--- src/rtl/cavlc_pkg.sv ---
// Shared types and nC helpers for the CAVLC nC controller.
package cavlc_pkg;

  typedef logic [4:0] tc_t;

  typedef enum logic [1:0] {TBL_0_2, TBL_2_4, TBL_4_8, TBL_FLC} tbl_sel_e;

  typedef enum logic [1:0] {IDLE, LOOKUP, RUN, COMMIT} nc_state_e;

  localparam tc_t TC_MAX = 5'd16;

  // Rounded mean when both neighbours exist; a 6-bit sum keeps 16+16+1 exact.
  function automatic tc_t calc_nc(tc_t na, tc_t nb, logic avail_a, logic avail_b);
    logic [5:0] sum;
    sum = {1'b0, na} + {1'b0, nb} + 6'd1;
    case ({avail_a, avail_b})
      2'b11:   calc_nc = sum[5:1];
      2'b10:   calc_nc = na;
      2'b01:   calc_nc = nb;
      default: calc_nc = '0;
    endcase
  endfunction

  function automatic tbl_sel_e nc_to_tbl(tc_t nc);
    if (nc < 5'd2)      nc_to_tbl = TBL_0_2;
    else if (nc < 5'd4) nc_to_tbl = TBL_2_4;
    else if (nc < 5'd8) nc_to_tbl = TBL_4_8;
    else                nc_to_tbl = TBL_FLC;
  endfunction

endpackage

--- src/rtl/cavlc_top_linebuf.sv ---
// Top-neighbour line buffer: one 20-bit word (bottom-row tcs) per MB column, 1-cycle sync read.
module cavlc_top_linebuf #(
  parameter int DEPTH = 120,
  parameter int AW    = 7,
  parameter int DW    = 20
) (
  input  logic          clk_i,
  input  logic          rst_ni,
  input  logic          re_i,
  input  logic          we_i,
  input  logic [AW-1:0] addr_i,
  input  logic [DW-1:0] wdata_i,
  output logic [DW-1:0] rdata_o
);

  logic [DW-1:0] mem_q [DEPTH];
  logic [DW-1:0] rdata_q;

  always_ff @(posedge clk_i) begin
    if (we_i) mem_q[addr_i] <= wdata_i;
  end

  // Read data holds between reads so the whole RUN phase sees the LOOKUP result.
  always_ff @(posedge clk_i or negedge rst_ni) begin
    if (!rst_ni)   rdata_q <= '0;
    else if (re_i) rdata_q <= mem_q[addr_i];
  end

  assign rdata_o = rdata_q;

endmodule

--- src/rtl/cavlc_nc_ctrl.sv ---
// Per-4x4 nC prediction and coeff_token table select, sequenced over a frame of luma MBs.
// Optional CAVLC_STATS_EN adds per-frame tc sum and zero-block counters.
module cavlc_nc_ctrl
  import cavlc_pkg::*;
#(
  parameter int MB_W_MAX = 120,
  parameter int MB_H_MAX = 68
) (
  input  logic        clk,
  input  logic        rst,
  input  logic [6:0]  cfg_mb_w,
  input  logic [6:0]  cfg_mb_h,
  input  logic        sof,
  input  logic        in_valid,
  output logic        in_ready,
  input  logic [4:0]  tc_in,
  output logic        out_valid,
  input  logic        out_ready,
  output logic [4:0]  out_tc,
  output logic [4:0]  out_nc,
  output logic [1:0]  out_tbl,
  output logic [3:0]  out_blk,
  output logic        out_eof,
  output logic        busy
`ifdef CAVLC_STATS_EN
  ,
  output logic [19:0] stat_nz_sum,
  output logic [13:0] stat_zero_blk
`endif
);

  localparam int XW = (MB_W_MAX > 1) ? $clog2(MB_W_MAX) : 1;
  localparam int YW = (MB_H_MAX > 1) ? $clog2(MB_H_MAX) : 1;

  nc_state_e       state_q, state_d;
  logic [6:0]      w_q, h_q;
  logic [XW-1:0]   mb_x_q;
  logic [YW-1:0]   mb_y_q;
  logic [3:0]      blk_q;
  logic [15:0][4:0] cur_q;
  logic [3:0][4:0] left_q;
  logic [3:0][4:0] top_rd;
  logic [3:0][4:0] bot_row;

  logic            out_valid_q, out_eof_q;
  tc_t             out_tc_q, out_nc_q;
  tbl_sel_e        out_tbl_q;
  logic [3:0]      out_blk_q;

  logic            accept, sof_acc, last_x, last_y, last_mb, lb_re, lb_we;
  logic [1:0]      bx, by, bx_m1, by_m1;
  tc_t             tc_c, na, nb, nc_c;
  logic            avail_a, avail_b;

  assign sof_acc = (state_q == IDLE) && sof;
  assign accept  = in_valid && in_ready;
  assign tc_c    = (tc_in > TC_MAX) ? TC_MAX : tc_in;
  assign last_x  = (mb_x_q == XW'(w_q - 7'd1));
  assign last_y  = (mb_y_q == YW'(h_q - 7'd1));
  assign last_mb = last_x && last_y;

  // blkIdx interleaves x/y bits: x = {b2,b0}, y = {b3,b1}.
  assign bx    = {blk_q[2], blk_q[0]};
  assign by    = {blk_q[3], blk_q[1]};
  assign bx_m1 = bx - 2'd1;
  assign by_m1 = by - 2'd1;

  assign na      = (bx != 2'd0) ? cur_q[{by, bx_m1}] : left_q[by];
  assign nb      = (by != 2'd0) ? cur_q[{by_m1, bx}] : top_rd[bx];
  assign avail_a = (bx != 2'd0) || (mb_x_q != '0);
  assign avail_b = (by != 2'd0) || (mb_y_q != '0);
  assign nc_c    = calc_nc(na, nb, avail_a, avail_b);

  always_comb begin
    for (int i = 0; i < 4; i++) bot_row[i] = cur_q[4'(12 + i)];
  end

  cavlc_top_linebuf #(.DEPTH(MB_W_MAX), .AW(XW), .DW(20)) u_linebuf (
    .clk_i   (clk),
    .rst_ni  (rst),
    .re_i    (lb_re),
    .we_i    (lb_we),
    .addr_i  (mb_x_q),
    .wdata_i (bot_row),
    .rdata_o (top_rd)
  );

  always_ff @(posedge clk or negedge rst) begin
    if (!rst) state_q <= IDLE;
    else      state_q <= state_d;
  end

  always_comb begin
    state_d = state_q;
    case (state_q)
      IDLE:    if (sof) state_d = LOOKUP;
      LOOKUP:  state_d = RUN;
      RUN:     if (accept && blk_q == 4'd15) state_d = COMMIT;
      COMMIT:  state_d = last_mb ? IDLE : LOOKUP;
      default: state_d = IDLE;
    endcase
  end

  always_comb begin
    in_ready = 1'b0;
    busy     = 1'b0;
    lb_re    = 1'b0;
    lb_we    = 1'b0;
    case (state_q)
      LOOKUP: begin busy = 1'b1; lb_re = 1'b1; end
      RUN:    begin busy = 1'b1; in_ready = !out_valid_q || out_ready; end
      COMMIT: begin busy = 1'b1; lb_we = 1'b1; end
      default: ;
    endcase
  end

  always_ff @(posedge clk or negedge rst) begin
    if (!rst) begin
      w_q    <= '0;
      h_q    <= '0;
      mb_x_q <= '0;
      mb_y_q <= '0;
      blk_q  <= '0;
      cur_q  <= '0;
      left_q <= '0;
    end else begin
      if (sof_acc) begin
        w_q    <= cfg_mb_w;
        h_q    <= cfg_mb_h;
        mb_x_q <= '0;
        mb_y_q <= '0;
        blk_q  <= '0;
      end
      if (accept) begin
        cur_q[{by, bx}] <= tc_c;
        blk_q           <= blk_q + 4'd1;
      end
      // Right column becomes the next MB's left neighbours; the stale copy at a row
      // wrap is harmless because mb_x==0 marks left as unavailable.
      if (state_q == COMMIT) begin
        for (int i = 0; i < 4; i++) left_q[i] <= cur_q[4'(i * 4 + 3)];
        if (last_x) begin
          mb_x_q <= '0;
          mb_y_q <= mb_y_q + YW'(1);
        end else begin
          mb_x_q <= mb_x_q + XW'(1);
        end
      end
    end
  end

  always_ff @(posedge clk or negedge rst) begin
    if (!rst) begin
      out_valid_q <= 1'b0;
      out_tc_q    <= '0;
      out_nc_q    <= '0;
      out_tbl_q   <= TBL_0_2;
      out_blk_q   <= '0;
      out_eof_q   <= 1'b0;
    end else if (accept) begin
      out_valid_q <= 1'b1;
      out_tc_q    <= tc_c;
      out_nc_q    <= nc_c;
      out_tbl_q   <= nc_to_tbl(nc_c);
      out_blk_q   <= blk_q;
      out_eof_q   <= (blk_q == 4'd15) && last_mb;
    end else if (out_ready) begin
      out_valid_q <= 1'b0;
    end
  end

  assign out_valid = out_valid_q;
  assign out_tc    = out_tc_q;
  assign out_nc    = out_nc_q;
  assign out_tbl   = out_tbl_q;
  assign out_blk   = out_blk_q;
  assign out_eof   = out_eof_q;

`ifdef CAVLC_STATS_EN
  logic [19:0] nz_sum_q;
  logic [13:0] zero_blk_q;

  always_ff @(posedge clk or negedge rst) begin
    if (!rst) begin
      nz_sum_q   <= '0;
      zero_blk_q <= '0;
    end else if (sof_acc) begin
      nz_sum_q   <= '0;
      zero_blk_q <= '0;
    end else if (accept) begin
      nz_sum_q   <= nz_sum_q + 20'(tc_c);
      zero_blk_q <= zero_blk_q + 14'(tc_c == 5'd0);
    end
  end

  assign stat_nz_sum   = nz_sum_q;
  assign stat_zero_blk = zero_blk_q;
`endif

endmodule

--- config.mk ---
export PLATFORM = sky130hd
export DESIGN_NAME = cavlc_nc_ctrl
export DESIGN_NICKNAME = d
export VERILOG_FILES = /design/src/rtl/cavlc_pkg.sv /design/src/rtl/cavlc_top_linebuf.sv /design/src/rtl/cavlc_nc_ctrl.sv
export SDC_FILE = /design/constraint.sdc
export NUM_CORES = 1
export LEC_CHECK = 0
export CORE_UTILIZATION = 45
export CTS_CLUSTER_SIZE = 16
export DETAILED_ROUTE_END_ITERATION = 10
export GPL_ROUTABILITY_DRIVEN = 0
export PLACE_DENSITY = 0.73
export SYNTH_ARGS = -nofsm -noshare
export SYNTH_HDL_FRONTEND = slang
export SYNTH_SLANG_ARGS = --single-unit
--- constraint.sdc ---
create_clock -name clk -period 7.6 [get_ports clk]
set_clock_uncertainty 0.15 [all_clocks]
set_input_delay 1.9 -clock clk [delete_from_list [all_inputs] [get_ports clk]]
set_output_delay 1.9 -clock clk [all_outputs]
set_load 0.03 [all_outputs]
### Yosys cells after proc, flatten, opt, wreduce, memory -nomap -nowiden

Cells that the tools add are included.
Widths: inputs -> output; s select.

| storage, ports and cells | value |
|---|---|
| flip-flop bits (word level) | 162 |
| bits in latches | 0 |
| bits in writable memories | 0 |
| memory bits (read-only) | 0 |
| input port bits | 24 |
| output and inout port bits | 20 |
| logic and storage cells | 116 |
| memories | 0 |

| cells by class | value |
|---|---|
| $add $sub $neg | 9 |
| multiply operators | 0 |
| div/mod/pow operators | 0 |
| $lt $le $gt $ge | 10 |
| equal/unequal tests | 11 |
| shifts and indexed selects | 0 |
| mux-type cells | 35 |
| bitwise logic cells | 0 |
| reductions and logical operators | 20 |

Operator list:

| kind | number |
|---|---|
| $bwmux 80 | 1 |
| $mux 7 | 6 |
| $bmux 5 s4 | 2 |
| $mux 5 | 8 |
| $bmux 5 s2 | 2 |
| $demux 5 s4 | 1 |
| $lt 4x5->1 const B | 3 |
| $pmux 5 s3 | 1 |
| $add 7x1->7 const B | 2 |
| $eq 7x7->1 | 2 |
| $reduce_bool 7->1 | 2 |
| $sub 7x1->7 const B | 2 |
| $reduce_bool 2->1 | 5 |
| $eq 2x2->1 const B | 4 |
| $mux 2 | 4 |
| $mux 4 | 2 |
| $pmux 2 s4 | 1 |
| $mux 1 | 7 |
| $add 5x5->6 | 1 |
| $add 6x1->6 const B | 1 |
| $logic_and 1x1->1 | 6 |
| $lt 2x3->1 const B | 2 |
| $gt 5x5->1 const B | 1 |
| $lt 5x2->1 const B | 1 |
| 13 further kinds | 18 |

### Logic depth before layout (Yosys ltp)

Gate-level depths: netlist of run 1.

| depth | value |
|---|---|
| depth in word-level cells | 11 |
| depth in mapped cells | 20 |

### Cells and area by module

Synthesis of run 1 repeated with hierarchy kept, for this count alone.

| second synthesis, totals | value |
|---|---|
| cells, all modules | 6,128 |
| area, all modules | 101,298.4 sq um |

By module, submodules not included:

| module | times used | cells an instance | area each (sq um) |
|---|---|---|---|
| cavlc_top_linebuf | 1 | 5,389 | 93,309.5 |
| cavlc_nc_ctrl | 1 | 739 | 7,988.9 |

### Worst setup path before layout of run 1

No wires, ideal clock.

| path | value |
|---|---|
| kind | input port to output port |
| from | input out_ready |
| to | output in_ready |
| arrival | 2.326 ns |
| slack | 3.224 ns |
| cell stages on the path | 2 |
| path buffers | 0 |
| cells stage by stage | nand2b_1 > and2_1 |

| between the ends | value |
|---|---|
| cells in the longest elaborated chain, start to end | 2 |

Ends and longest elaborated chain:

| item | RTL line | text |
|---|---|---|
| start, declared | cavlc_nc_ctrl.sv:18 | `input logic out_ready,` |
| $logic_or 1x1->1 | cavlc_nc_ctrl.sv:111 | `RUN: begin busy = 1'b1; in_ready = !out_valid_q \|\| out_ready; end` |
| $mux 1 | cavlc_nc_ctrl.sv:109 | `case (state_q)` |
| end, declared | cavlc_nc_ctrl.sv:15 | `output logic in_ready,` |

Every way passes these cells.

### Worst setup path in the final report of run 1

Same ends and word-level chain as after synthesis.

==> qor.txt, run 1 <==
top layer in use: met4
area leader, netlist: dfrtp_1
Primary FF master, synth: dfrtp_1
Worst setup SP type: input pin
layout cells sized above 1: 15.8%
Tmin final: 5.35 ns
Setup TNS Final: 0 ns
pwr/cell area: 366 nW/um^2
via count: 5,968
Routed WL per cell: 18.4 microns
hold path endpoint: out_nc[3]$_DFFE_PN0P_
core area: 17,300 sq um
final worst-path setup slack: 2.25 ns
FF-to-FF Start: blk_q[0]$_DFFE_PN0P_
RSZ-0062 raised after global routing: false
Net count, final: 824
largest net degree at the start of global routing: 87
input/output buffers: 43
grt total ovfl: 0
worst hold-check path type: flip-flop to flip-flop
TritonCTS Buffers: 17
Overall Global Routing Usage: 22.1%
dominant cells by area after synthesis: dfrtp_1 44%, mux4_2 7.6%, mux2_2 6.2%
synthesized area per cell: 10.7 sq um
worst vdd ir: 255 uV
first-pass GRT wire length: 30.8 mm
WP data required: 5.55 ns
Syn-to-layout area delta: 14.7%
met3 wire len: 1.13 mm
mapped cell area: 7990 sq um
final std cells w/o fill: 1,014
number of diodes: 0
post-CTS setup repair buffer count: 0
final hold violation count: 0
max_cap viols: 0
Die Height: 135 microns
CTS sink cnt: 142
DR WL met2: 8.65 mm
DR DRC count: 0
DRT iter0 DRCs: 560
hold-fix buffer count after cts: 0
Post-synth EDFFs: 0
Slew @ Worst Pin: 1.04 ns
R2R setup slack: 2.73 ns
vias in the first global route: 5,777
Final Max Tran Viols: 0
HPWL Detailed: 12.7 mm
Fmax achieved: 187 MHz
pre-CTS setup slack: 2.25 ns
final number of setup-violating endpoints: 0
Post-Route M1 WL: 8.51 mm
HP Start: out_nc[3]$_DFFE_PN0P_
Hold Path Depth: 1
LEAKAGE: 3.99 nW
status: completed
CTS tree: done
Final Cycle Share: 70.4%
Clock transition at path regs: 0.06 ns
RR Endpoint: out_tbl[0]$_DFFE_PN0P_
Slew headroom: 30.7%
Distinct cells, synth: 73
I/O pins: 44
CTS H-tree depth: 4
FFs w/ async S/R, synth: 100%
yosys warns: 0
sequential cell area fraction in the yosys report: 44.5%
Worst EP arrival: 3.30 ns
Gate Count Post-Synth: 744
die area: 18,300 sq um
Routed WL: 18.7 mm
Core Util, Final: 53.0%
area share of the largest cell type after synthesis: 44.5%
crit end category: output pin
crit-path max FO: 4
TritonRoute pass-1 iters: 5
Clock Path Buffers: 2
Cells after DPL: 982
DIE WIDTH: 135 microns
total power: 0.00336 W
Routed Antenna Nets: 0
post-DR vias/cell: 5.89
Clock Latency Late Sink: 0.43 ns
CTS root buffer: clkbuf_16
row count: 48
antenna violations before repair: 0
depth of the worst register-to-register path: 13
register bit count reported by yosys: 142
cts repair resizes: 0
Crit Path Category: input pin to output pin
Syn Nets: 792
Initial Utilization: 46.2%
==> layer usage <==
layer,GRT usage [%],up-vias
met3,4.30,33
met2,34.4,207
met1,30.8,2933
met5,0,-
met4,8.05,0
li1,-,2795
==> worst max-delay path: stages <==
cell and delay [ns]:
clkdlybuf4s50_1 0.45, nand2b_1 0.16, and2_1 0.14, clkdlybuf4s50_1 0.66
==> registers in the layout, indices dropped and copies added (netlist names) <==
name / flops
w_q: 7
out_nc: 5
cur_q: 80
out_eof: 1
out_tc: 5
mb_y_q: 7
state_q: 2
out_valid: 1
mb_x_q: 7
h_q: 7
out_tbl: 2
out_blk: 4
blk_q: 4
left_q: 10
==> where the power goes <==
group | internal (W) | leakage (nW) | total [W] | switching [W]
sequential | 0.000929 | 1.92 | 0.00109 | 0.000164
clock | 0.000531 | 0.305 | 0.000888 | 0.000357
combinational | 0.000586 | 1.77 | 0.00138 | 0.000791
total | 0.00205 | 3.99 | 0.00336 | 0.00131
==> cells by family (layout without fill, tap and decap cells) <==
logic type / Yosys count / after routing / share of synthesized area (%)
and+or+nand+nor: 231 / 231 / 13.6
AOI/OAI and AO/OA: 169 / 169 / 13.3
DFF: 142 / 142 / 44.5
muxes: 98 / 98 / 18.8
buffers and inverters: 61 / 106 / 3.84
adders and majority gates: 24 / 24 / 3.85
xor gates and xnor gates: 19 / 19 / 2.08
==> layout by cell type, fill, tap and decap left out, drive strengths merged, types with 4 or more instances in the layout <==
| master | instances |
|---|---|
| nand2 | 112 |
| nand4 | 6 |
| nand3 | 35 |
| a21o | 4 |
| and3 | 6 |
| xnor2 | 12 |
| and2 | 4 |
| a22o | 5 |
| inv | 34 |
| nor3 | 15 |
| nand2b | 14 |
| a211oi | 4 |
| a32oi | 4 |
| xor2 | 7 |
| nor2b | 6 |
| nor2 | 19 |
| ha | 23 |
| mux2i | 19 |
| clkbuf | 18 |
| mux2 | 44 |
| a31oi | 7 |
| mux4 | 35 |
| o31ai | 5 |
| clkdlybuf4s50 | 42 |
| a21oi | 13 |
| buf | 6 |
| o21ai | 102 |
| dfrtp | 142 |
==> per-stage QoR <==
| step | hold slack (ns) | area, sq um |
|---|---|---|
| finish | 0.326 | 9170 |
| global route | 0.352 | 9170 |
| CTS | 0.328 | 9170 |
| detailed placement | 0.314 | 8540 |
| global placement | 0.310 | 8540 |
| floorplan | 0.308 | 7990 |
==> how the worst max path moves through the flow <==
stage | startpoint | to | cells after the start
floorplan | out_ready | in_ready | 2
global placement | out_ready | in_ready | 4
detailed placement | out_ready | in_ready | 4
CTS | out_ready | in_ready | 4
global route | out_ready | in_ready | 4
finish | out_ready | in_ready | 4
==> cell type report <==
cell class | count | area [sq um]
fillers | 1510 | 8130
clock inverters | 14 | 198
clock buffers | 18 | 429
inverters | 26 | 103
repair buffers | 48 | 469
flip-flops and latches | 142 | 3550
well taps | 225 | 282
multi-input cells | 541 | 4130
==> Yosys cell counts, drive strengths merged (5+ instances only) <==
cell and number:
mux2i 19, ha 23, mux4 35, inv 26, nor2 19, xnor2 12, nand2 112, nor3 15
a22o 5, buf 14, dfrtp 142, o31ai 5, nor2b 6, nand3 35, xor2 7, nand2b 14
a21oi 13, clkbuf 21, o21ai 102, and3 6, a31oi 7, nand4 6, mux2 44
(Power assumes the default switching activity.)
==> inputs of run 2 (changes only) <==
--- a/config.mk
+++ b/config.mk
@@ -9,7 +9,7 @@
 export CTS_CLUSTER_SIZE = 16
 export DETAILED_ROUTE_END_ITERATION = 10
 export GPL_ROUTABILITY_DRIVEN = 0
-export PLACE_DENSITY = 0.73
+export PLACE_DENSITY = 0.75
 export SYNTH_ARGS = -nofsm -noshare
 export SYNTH_HDL_FRONTEND = slang
 export SYNTH_SLANG_ARGS = --single-unit
==> constraint.sdc (replaced) <==
create_clock -name clk -period 4.8 [get_ports clk]
set_clock_uncertainty 0.15 [all_clocks]
set_input_delay 1.2 -clock clk [delete_from_list [all_inputs] [get_ports clk]]
set_output_delay 1.2 -clock clk [all_outputs]
set_load 0.03 [all_outputs]
==> run 2 against run 1 <==
  * Setup slack got worse by 1.7 ns
  * First-iteration DRC count down 5.5%
  * Highest routed layer unchanged
  * Flip-flop and latch count is the same
  * Via count increased by 2.8%
  * Critical path depth is 8 higher
==> qor.txt, run 2 (synthesized netlist as in run 1, its figures left out) <==
Crit path depth: 12 (was 4)
row count: 48 (unchanged)
CTS tree: done (unchanged)
final std cells w/o fill: 1,020 (was 1,014)
antenna violations before repair: 0 (unchanged)
DRT iter0 DRCs: 529 (was 560)
Syn-to-layout area delta: 15.0% (was 14.7%)
DIE WIDTH: 135 microns (unchanged)
Clock Latency Late Sink: 0.43 ns (about the same)
post-CTS setup repair buffer count: 0 (unchanged)
layout cells sized above 1: 16.6% (was 15.8%)
CP cell instances: inv_6 -> ha_1 -> mux4_2 -> or3_1 -> a32oi_2 -> inv_1 -> ha_1 -> or3_1 -> a32oi_1 -> nand2b_1 -> nand2b_1 -> a221o_1 (was clkdlybuf4s50_1 -> nand2b_1 -> and2_1 -> clkdlybuf4s50_1)
CTS sink cnt: 142 (unchanged)
Slew @ Worst Pin: 0.883 ns (was 1.04 ns)
flip-flop count of the largest register after layout: 80 (unchanged)
layer with the highest usage: met2 (unchanged)
vias in the first global route: 5,873 (was 5,777)
depth of the worst register-to-register path: 12 (was 13)
top flop regs: cur_q x80, left_q x10 (unchanged)
CP endpoint: out_tbl[0]$_DFFE_PN0P_ (was in_ready)
CP max-delay cell: ha_1 (was clkdlybuf4s50_1)
Setup TNS Final: 0 ns (unchanged)
grt met3 use: 6.32% (was 4.30%)
most frequent cells in the layout: 141 x dfrtp_1, 112 x nand2_1, 87 x o21ai_0, 44 x mux2_2, 42 x clkdlybuf4s50_1 (unchanged)
crit-path max FO: 16 (was 4)
CP bufs+invs: 2 (unchanged)
Top reg by flops: cur_q (unchanged)
input/output buffers: 43 (unchanged)
met1 Use GR: 31.5% (was 30.8%)
Cells after DPL: 988 (was 982)
total power: 0.00534 W (was 0.00336 W)
CTS root buffer: clkbuf_16 (unchanged)
I/O pins: 44 (unchanged)
die area: 18,300 sq um (unchanged)
Worst EP arrival: 4.38 ns (was 3.30 ns)
Routed WL: 19.6 mm (was 18.7 mm)
Crit path largest cell delay: 0.80 ns (was 0.66 ns)
pwr/cell area: 580 nW/um^2 (was 366 nW/um^2)
HP Start: out_nc[4]$_DFFE_PN0P_ (was out_nc[3]$_DFFE_PN0P_)
Initial Utilization: 46.2% (unchanged)
grt total ovfl: 0 (unchanged)
R2R setup slack: 0.58 ns (was 2.73 ns)
FF-to-FF Start: blk_q[0]$_DFFE_PN0P_ (unchanged)
Die Height: 135 microns (unchanged)
RSZ-0062 raised after global routing: false (unchanged)
HPWL Detailed: 13.5 mm (was 12.7 mm)
crit end category: flip-flop (was output pin)
Overall Global Routing Usage: 23.0% (was 22.1%)
LEAKAGE: 4.02 nW (was 3.99 nW)
WP data required: 4.96 ns (was 5.55 ns)
TritonCTS Buffers: 17 (unchanged)
number of diodes: 0 (unchanged)
CTS H-tree depth: 4 (unchanged)
Tmin final: 4.22 ns
core area: 17,300 sq um (unchanged)
hold-fix buffer count after cts: 0 (unchanged)
post-DR vias/cell: 6.02 (was 5.89)
Slew headroom: 41.2% (was 30.7%)
largest net degree at the start of global routing: 91 (was 87)
Routed WL per cell: 19.2 microns (was 18.4 microns)
TritonRoute pass-1 iters: 5 (unchanged)
via count: 6,136 (was 5,968)
Fmax achieved: 237 MHz
Top delay family on crit path: adder cells (was buffers and inverters)
RR Endpoint: out_tbl[0]$_DFFE_PN0P_ (unchanged)
worst vdd ir: 420 uV (was 255 uV)
Final Cycle Share: 87.9%
worst hold-check path type: flip-flop to flip-flop (unchanged)
Final Max Tran Viols: 0 (unchanged)
Worst setup SP type: flip-flop (was input pin)
leading cell type in the layout, fill and taps excluded: dfrtp_1 (unchanged)
status: completed (unchanged)
Clock Path Buffers: 2 (unchanged)
first-pass GRT wire length: 31.7 mm (was 30.8 mm)
max_cap viols: 0 (unchanged)
Crit Path Category: flip-flop to flip-flop (was input pin to output pin)
Critical Path Start: blk_q[0]$_DFFE_PN0P_ (was out_ready)
final number of setup-violating endpoints: 0 (unchanged)
DR DRC count: 0 (unchanged)
Routed Antenna Nets: 0 (unchanged)
Clock transition at path regs: 0.06 ns (about the same)
met2 Usage GRT: 34.0% (was 34.4%)
cts repair resizes: 0 (unchanged)
Net count, final: 830 (was 824)
final hold violation count: 0 (unchanged)
[run 2: power breakdown]
group          switching (W)  internal (W)  leakage, nW  total, W
Clock               0.000547      0.000825        0.296   0.00137
Combinational        0.00129      0.000947         1.80   0.00224
Sequential          0.000253       0.00147         1.92   0.00173
Total                0.00209       0.00324         4.02   0.00534
[run 2: through the flow]
step                      hold slack, ns  setup slack (ns)  cell area, sq um  utilization, %
after detailed placement           0.315             0.652              8580            49.6
after CTS                          0.330             0.629              9190            53.2
after global routing               0.346             0.382              9190            53.2
after global placement             0.309             0.708              8580            49.6
final                              0.324             0.579              9190            53.2
after floorplan                    0.308             0.700              7990               -
[run 2: metal layers]
metal  wire length, microns  part of all wire [%]
met5                      0                     0
met4                    611                   3.1
met3                   1450                   7.4
met2                   8990                    46
met1                   8570                    44
[run 2: worst register-to-register path, cell delays in order (launching register included)]
cell	delay (ns)
dfrtp_2	0.40
inv_6	0.05
ha_1	0.80
mux4_2	0.58
or3_1	0.32
a32oi_2	0.33
inv_1	0.08
ha_1	0.33
or3_1	0.35
a32oi_1	0.20
nand2b_1	0.09
nand2b_1	0.16
a221o_1	0.26
[run 2: worst min path at each step]
| stage | end | cells after the start |
|---|---|---|
| global route | out_nc[4]$_DFFE_PN0P_ | 2 |
| CTS | out_nc[4]$_DFFE_PN0P_ | 2 |
| detailed placement | out_nc[4]$_DFFE_PN0P_ | 2 |
| global placement | out_nc[1]$_DFFE_PN0P_ | 1 |
| floorplan | cur_q[40]$_DFFE_PN0P_ | 2 |
| finish | out_nc[4]$_DFFE_PN0P_ | 2 |
[run 2: cell type report]
| class | instances | area, sq um |
|---|---|---|
| clock inverters | 15 | 184 |
| multi-input cells | 541 | 4130 |
| flip-flops and latches | 142 | 3550 |
| fillers | 1535 | 8100 |
| inverters | 26 | 103 |
| well taps | 225 | 282 |
| repair buffers | 54 | 514 |
| clock buffers | 17 | 425 |
